**src/rtl/mac_sweep_control_pkg.sv**
```systemverilog
// Shared types and constants for the MAC coefficient sweep controller.
// State encoding, mode constants and the address-width helper live here.
package mac_sweep_control_pkg;

    typedef enum logic [2:0] {
        ST_IDLE  = 3'd0,
        ST_ISSUE = 3'd1,
        ST_DRAIN = 3'd2,
        ST_EMIT  = 3'd3,
        ST_DONE  = 3'd4
    } state_t;

    localparam logic MODE_FULL   = 1'b0;
    localparam logic MODE_SINGLE = 1'b1;

    // Sample address is {x,y}, so it needs two block-edge indices.
    function automatic int addr_w_of(input int log2n);
        return 2 * log2n;
    endfunction

endpackage

```
**src/rtl/mac_sweep_control_lat_pipe.sv**
```systemverilog
// RD_LAT-deep, 2-bit shift register that lines the read strobe and the
// first-sample flag up with data arriving at the MAC inputs.
module mac_lat_pipe #(
    parameter int RD_LAT = 1
) (
    input  logic       clk,
    input  logic       rst,
    input  logic [1:0] din,
    output logic [1:0] dout
);

    logic [RD_LAT-1:0][1:0] stage_q;
    logic [RD_LAT-1:0][1:0] stage_d;

    always_comb begin
        stage_d    = '0;
        stage_d[0] = din;
        for (int i = 1; i < RD_LAT; i++) begin
            stage_d[i] = stage_q[i-1];
        end
    end

    always_ff @(posedge clk or posedge rst) begin
        if (rst) begin
            stage_q <= '0;
        end else begin
            stage_q <= stage_d;
        end
    end

    assign dout = stage_q[RD_LAT-1];

endmodule

```
**src/rtl/mac_sweep_control.sv**
```systemverilog
// Sweep controller: streams N*N sample reads per coefficient (u,v), drives the
// MAC enable/clear through the read-latency pipe and hands off each result.
module mac_sweep_control
    import mac_sweep_control_pkg::*;
#(
    parameter int LOG2N  = 3,
    parameter int RD_LAT = 1
) (
    input  logic                 Clock,
    input  logic                 Reset,
    input  logic                 Start,
    input  logic                 Mode,
    input  logic [LOG2N-1:0]     U_In,
    input  logic [LOG2N-1:0]     V_In,
    input  logic                 Coef_Ready,
    output logic [LOG2N-1:0]     u,
    output logic [LOG2N-1:0]     v,
    output logic [LOG2N-1:0]     x,
    output logic [LOG2N-1:0]     y,
    output logic [2*LOG2N-1:0]   Address,
    output logic                 Read_Enable,
    output logic                 Active_MAC,
    output logic                 Clear_MAC,
    output logic                 Coef_Valid,
    output logic                 Busy,
    output logic                 Ready,
    output state_t               State_Dbg
);

    localparam int               ADDR_W     = addr_w_of(LOG2N);
    localparam logic [LOG2N-1:0] LAST       = '1;
    localparam logic [1:0]       DRAIN_LOAD = 2'(RD_LAT - 1);

    state_t           state_q, state_d;
    logic             mode_q, mode_d;
    logic [LOG2N-1:0] u_q, u_d, v_q, v_d, x_q, x_d, y_q, y_d;
    logic [1:0]       drain_q, drain_d;
    logic             re_q, re_d, cv_q, cv_d, busy_q, busy_d, rdy_q, rdy_d;
    logic             first_issue;
    logic [1:0]       pipe_out;

    // Handshake: Coef_Valid stays high with u/v frozen until a cycle where
    // Coef_Ready is also high; that cycle is the transfer of the coefficient.
    always_comb begin
        state_d = state_q;
        mode_d  = mode_q;
        u_d     = u_q;
        v_d     = v_q;
        x_d     = x_q;
        y_d     = y_q;
        drain_d = drain_q;
        case (state_q)
            ST_IDLE: begin
                if (Start) begin
                    mode_d  = Mode;
                    u_d     = (Mode == MODE_SINGLE) ? U_In : '0;
                    v_d     = (Mode == MODE_SINGLE) ? V_In : '0;
                    x_d     = '0;
                    y_d     = '0;
                    state_d = ST_ISSUE;
                end
            end
            ST_ISSUE: begin
                y_d = y_q + 1'b1;
                if (y_q == LAST) begin
                    x_d = x_q + 1'b1;
                    if (x_q == LAST) begin
                        drain_d = DRAIN_LOAD;
                        state_d = ST_DRAIN;
                    end
                end
            end
            ST_DRAIN: begin
                if (drain_q == 2'd0) begin
                    state_d = ST_EMIT;
                end else begin
                    drain_d = drain_q - 1'b1;
                end
            end
            ST_EMIT: begin
                if (Coef_Ready) begin
                    if (mode_q == MODE_SINGLE || (u_q == LAST && v_q == LAST)) begin
                        state_d = ST_DONE;
                    end else begin
                        v_d = v_q + 1'b1;
                        if (v_q == LAST) begin
                            u_d = u_q + 1'b1;
                        end
                        state_d = ST_ISSUE;
                    end
                end
            end
            ST_DONE: begin
                u_d     = '0;
                v_d     = '0;
                state_d = ST_IDLE;
            end
            default: state_d = ST_IDLE;
        endcase

        // Status outputs are registered, so they are decoded from the next state.
        re_d   = (state_d == ST_ISSUE);
        cv_d   = (state_d == ST_EMIT);
        busy_d = (state_d != ST_IDLE);
        rdy_d  = (state_d == ST_DONE);
    end

    always_ff @(posedge Clock or posedge Reset) begin
        if (Reset) begin
            state_q <= ST_IDLE;
            mode_q  <= MODE_FULL;
            u_q     <= '0;
            v_q     <= '0;
            x_q     <= '0;
            y_q     <= '0;
            drain_q <= '0;
            re_q    <= 1'b0;
            cv_q    <= 1'b0;
            busy_q  <= 1'b0;
            rdy_q   <= 1'b0;
        end else begin
            state_q <= state_d;
            mode_q  <= mode_d;
            u_q     <= u_d;
            v_q     <= v_d;
            x_q     <= x_d;
            y_q     <= y_d;
            drain_q <= drain_d;
            re_q    <= re_d;
            cv_q    <= cv_d;
            busy_q  <= busy_d;
            rdy_q   <= rdy_d;
        end
    end

    // The (0,0) read of every coefficient is the one whose product must load the MAC.
    assign first_issue = re_q && (x_q == '0) && (y_q == '0);

    mac_lat_pipe #(
        .RD_LAT(RD_LAT)
    ) u_lat_pipe (
        .clk  (Clock),
        .rst  (Reset),
        .din  ({re_q, first_issue}),
        .dout (pipe_out)
    );

    assign u           = u_q;
    assign v           = v_q;
    assign x           = x_q;
    assign y           = y_q;
    assign Address     = ADDR_W'({x_q, y_q});
    assign Read_Enable = re_q;
    assign Active_MAC  = pipe_out[1];
    assign Clear_MAC   = pipe_out[0];
    assign Coef_Valid  = cv_q;
    assign Busy        = busy_q;
    assign Ready       = rdy_q;
    assign State_Dbg   = state_q;

endmodule

```
**config.mk**
```make
export PLATFORM = sky130hd
export DESIGN_NAME = mac_sweep_control
export DESIGN_NICKNAME = d
export VERILOG_FILES = /design/src/rtl/mac_sweep_control_pkg.sv /design/src/rtl/mac_sweep_control_lat_pipe.sv /design/src/rtl/mac_sweep_control.sv
export SDC_FILE = /design/constraint.sdc
export NUM_CORES = 1
export LEC_CHECK = 0
export ABC_AREA = 1
export CAP_MARGIN = 25
export CORE_MARGIN = 5
export CORE_UTILIZATION = 35
export CTS_CLUSTER_DIAMETER = 40
export CTS_CLUSTER_SIZE = 14
export DETAILED_ROUTE_END_ITERATION = 10
export PLACE_DENSITY_LB_ADDON = 0.12
export SYNTH_ARGS = -nofsm -noshare
export SYNTH_HDL_FRONTEND = slang
export SYNTH_SLANG_ARGS = --single-unit
```
**constraint.sdc**
```tcl
create_clock -name Clock -period 2.3 [get_ports Clock]
set_clock_uncertainty 0.2 [all_clocks]
set_input_delay 0.575 -clock Clock [delete_from_list [all_inputs] [get_ports Clock]]
set_output_delay 0.575 -clock Clock [all_outputs]
set_load 0.02 [all_outputs]
```
==> run summary <==
The count of unique library cells instantiated by Yosys is 17. The initial cell density of the core is 0.367. STA classifies the critical path endpoint as an output pin. The share of total power dissipated in the clock network is 0.167. The cell family contributing the most delay on the critical path is buffers and inverters. The switching part of the total is 0.411. The reported max-cap violation count came out at 0. After synthesis, the cell types taking the most area are sky130_fd_sc_hd__dfrtp_1, sky130_fd_sc_hd__nand2_1, sky130_fd_sc_hd__ha_1, sky130_fd_sc_hd__inv_1, sky130_fd_sc_hd__nand3_1. Setup repair after global routing left no endpoint under its margin.

The number of nets still failing antenna checks after routing came out at 0. The aggregate negative setup slack is 0 ns. The headroom to the max-slew limit came out at 0.793. The highest net fanout along the worst path came out at 6. After synthesis the cells add up to 1370 sq um.

The largest net degree at the start of global routing is 25. The count of buffering cells on the critical path with inverters included is 1. The library cells used most frequently in the layout, excluding fill and tap cells, are sky130_fd_sc_hd__nand2_1, sky130_fd_sc_hd__clkdlybuf4s50_1, sky130_fd_sc_hd__dfrtp_1, sky130_fd_sc_hd__inv_1, sky130_fd_sc_hd__nand3_1. The portion of the post-synthesis area used by sequential elements came out at 0.437. Setup violations remaining at the end of the flow were counted as 0.

The number of cells produced by synthesis is roughly 180. The wire length on met3 came out at ~160 um. The residual overflow from global routing came out at 0. The count of standard-cell rows came out at 22. The mean number of vias per cell is 4.65. Input and output buffers added on the ports amount to 37. The total nets after synthesis is about 200. The post-cts hold buffer count is 0. The area overhead of the layout relative to synthesis is 33.8%.

The post-route fraction of the period consumed by the critical path is 0.940. The CTS buffer count is 3. The number of H-tree levels came out at 1. The area of the placeable core came out at around 3700 sq um.

The library cell used most frequently in the layout, excluding fill and tap cells, is sky130_fd_sc_hd__nand2_1. The number of diodes added for antenna fixing is 0. The setup path with the least slack is of type reg -> out. The min-delay analysis places its worst path in the category reg -> reg.

The post-route worst hold slack is around 0.23 ns. The clock slew seen by the registers of the worst setup and hold paths came out at 0.09 ns. The initial antenna violation count is 0.

The detailed-routing iteration count for the pre-antenna-repair pass is 5. The post-cts repair resize count came out at 0. Counting the fill cells in the layout gives about 370. STA puts the critical path data required time at approximately 1.5 ns. The maximum count of clock buffers along a single path came out at 2. The post-layout utilization of the core came out at 0.491. The final max-slew violation count is 0.

In the final design database the tool counted 235 nets. The top achievable clock speed came out at 0.463 GHz. The hold violation count in the final report came out at 0. Dividing total power by cell area gives a power density of ~1200 nW/um^2.

The routability congestion estimate from global placement is a little under 0.8. After clock tree synthesis, the setup repair step added 0 buffers. The average footprint of a synthesized cell is 7.81 sq um. The detailed router used layers up to and including met4. The first-pass GRT wire length came out at about 5.2 mm. The critical path's largest stage delay came out at roughly 0.65 ns. The per-cell routed wire length is 11.5 um.

For this run, the leading register cell type out of synthesis is sky130_fd_sc_hd__dfrtp_1. The part of the power in registers came out at 0.314. Summed over all cells, the static leakage comes to ~0.95 nW. The warning count from the yosys run is 0. The maximum vdd ir drop came out at about 0.00065 V. The via count is about 1,200. In this run, the number of DRC markers left after iteration 0 of detailed routing was 57. The overall fraction of global-route tracks in use is 0.125. In the routed design, unresolved DRC markers number 0.

Clock tree synthesis selected as its root buffer the cell sky130_fd_sc_hd__clkbuf_8. The clock drives 24 sinks. The worst-skew pair later-pin latency is approximately 0.27 ns. The library cell contributing the largest single delay on the critical path is sky130_fd_sc_hd__clkdlybuf4s50_1. STA classifies the critical path startpoint as a flip-flop. Summed over all layers, the routed wires come to between 2 and 3 mm. The HPWL after detailed placement is ~2.4 mm. The transition time at the pin with the least slew margin came out at between 0.3 and 0.4 ns. The reported net switching power came out at ~0.92 mW. The count of flip-flops with a built-in enable after synthesis is 0. The critical path goes through clkdlybuf4s50_1. During I/O placement, the number of pins put on the boundary was 38. The internal power consumption is around 1.3 mW. The flow ran to the end, and the final reports show no timing, DRC or antenna violations. From left edge to right edge, the die measures about 73 um. The die extent in y came out at about 73 um.

TritonCTS built the clock tree. The register-to-register path setup slack came out at approximately 0.44 ns. The final critical delay including setup and external delays came out at 2.16 ns. The arrival time reported for the critical path endpoint is between 1 and 1.5 ns. The detailed-route wire length on metal 1 came out at 1.42 mm.

The floorplan die area came out at 5280 sq um. The flip-flop and latch count after synthesis is 24. The number of global-route vias before repair came out at approximately 1,200. The synthesized design spends more area on one cell type than any other, namely sky130_fd_sc_hd__dfrtp_1. The fraction of synthesized cell area taken by the top area cell type is 0.437. The relative contribution of combinational cells to total power is 0.518.

The met2 wire length came out at between 1 and 1.5 mm. The proportion of layout cells with a drive suffix above 1 came out at 0.0566. The share of flip-flops with an asynchronous set or reset is 1.00.
==> per-layer routing <==
layer  up-vias  global-route usage
li1        619                   -
met1       556               0.173
met2        30               0.193
met3         5              0.0234
met4         0              0.0492
met5         -                   0
==> logic make-up after synthesis <==
logic type                 after synthesis  share of synthesized area
AOI/OAI and AO/OA                        8                     0.0291
adders and majority gates               11                      0.100
buffers and inverters                   32                      0.104
DFF                                     24                      0.437
and+or+nand+nor                        101                      0.330
==> final timing paths <==
path,cells after the start,startpoint,endpoint
max,1,State_Dbg[1]$_DFF_PP0_,State_Dbg[1]
min,0,Read_Enable$_DFF_PP0_,u_lat_pipe.dout[1]$_DFF_PP0_
max reg2reg,10,v[0]$_DFFE_PP0P_,u[1]$_DFFE_PP0P_
min reg2reg,0,Read_Enable$_DFF_PP0_,u_lat_pipe.dout[1]$_DFF_PP0_
max in group asynchronous,3,Reset,y[1]$_DFFE_PP0P_
min in group asynchronous,3,Reset,v[2]$_DFFE_PP0P_
==> state kept, by name, indices dropped and copies added (netlist names) <==
register / flops
Busy: 1
Coef_Valid: 1
Read_Enable: 1
Ready: 1
State_Dbg: 3
drain_q: 2
mode_q: 1
u: 3
u_lat_pipe.dout: 2
v: 3
x: 3
y: 3
==> synthesized netlist by cell type, types with 2 or more instances <==
| master | number |
|---|---|
| sky130_fd_sc_hd__inv_1 | 23 |
| sky130_fd_sc_hd__buf_4 | 6 |
| sky130_fd_sc_hd__nand3_1 | 17 |
| sky130_fd_sc_hd__nor2_1 | 9 |
| sky130_fd_sc_hd__nand4_1 | 2 |
| sky130_fd_sc_hd__inv_2 | 3 |
| sky130_fd_sc_hd__o21ai_0 | 7 |
| sky130_fd_sc_hd__nand3b_1 | 7 |
| sky130_fd_sc_hd__dfrtp_1 | 24 |
| sky130_fd_sc_hd__nand2_1 | 61 |
| sky130_fd_sc_hd__ha_1 | 11 |
==> power by group through the flow <==
stage | combinational, mW | sequential, mW | clock (mW)
2_1_floorplan | 0.566 | 0.859 | 0
3_3_place_gp | 1.16 | 0.703 | 0
3_5_place_dp | 1.17 | 0.713 | 0
4_1_cts | 1.17 | 0.704 | 0.383
5_1_grt | 1.29 | 0.731 | 0.396
6_report | 1.16 | 0.700 | 0.372
==> area by class of cell <==
cell class | instances | area [sq um] | area share
clock buffers | 3 | 41.3 | 0.0225
clock inverters | 1 | 30.0 | 0.0163
inverters | 26 | 97.6 | 0.0531
multi-input cells | 120 | 631 | 0.343
flip-flops and latches | 24 | 601 | 0.327
well taps | 48 | 60.1 | 0.0327
repair buffers | 38 | 378 | 0.206
==> per-stage QoR <==
| stage | setup slack [ns] | cell area [sq um] | instances | total power [mW] |
|---|---|---|---|---|
| 6_report | 0.138 | 1840 | 260 | 2.23 |
| 3_5_place_dp | 0.324 | 1770 | 256 | 1.88 |
| 2_1_floorplan | 0.554 | 1370 | 176 | 1.43 |
| 3_3_place_gp | 0.341 | 1770 | 256 | 1.86 |
| 5_1_grt | 0.103 | 1840 | 260 | 2.42 |
| 4_1_cts | 0.124 | 1840 | 260 | 2.26 |
Power figures use the tool's default switching activity.
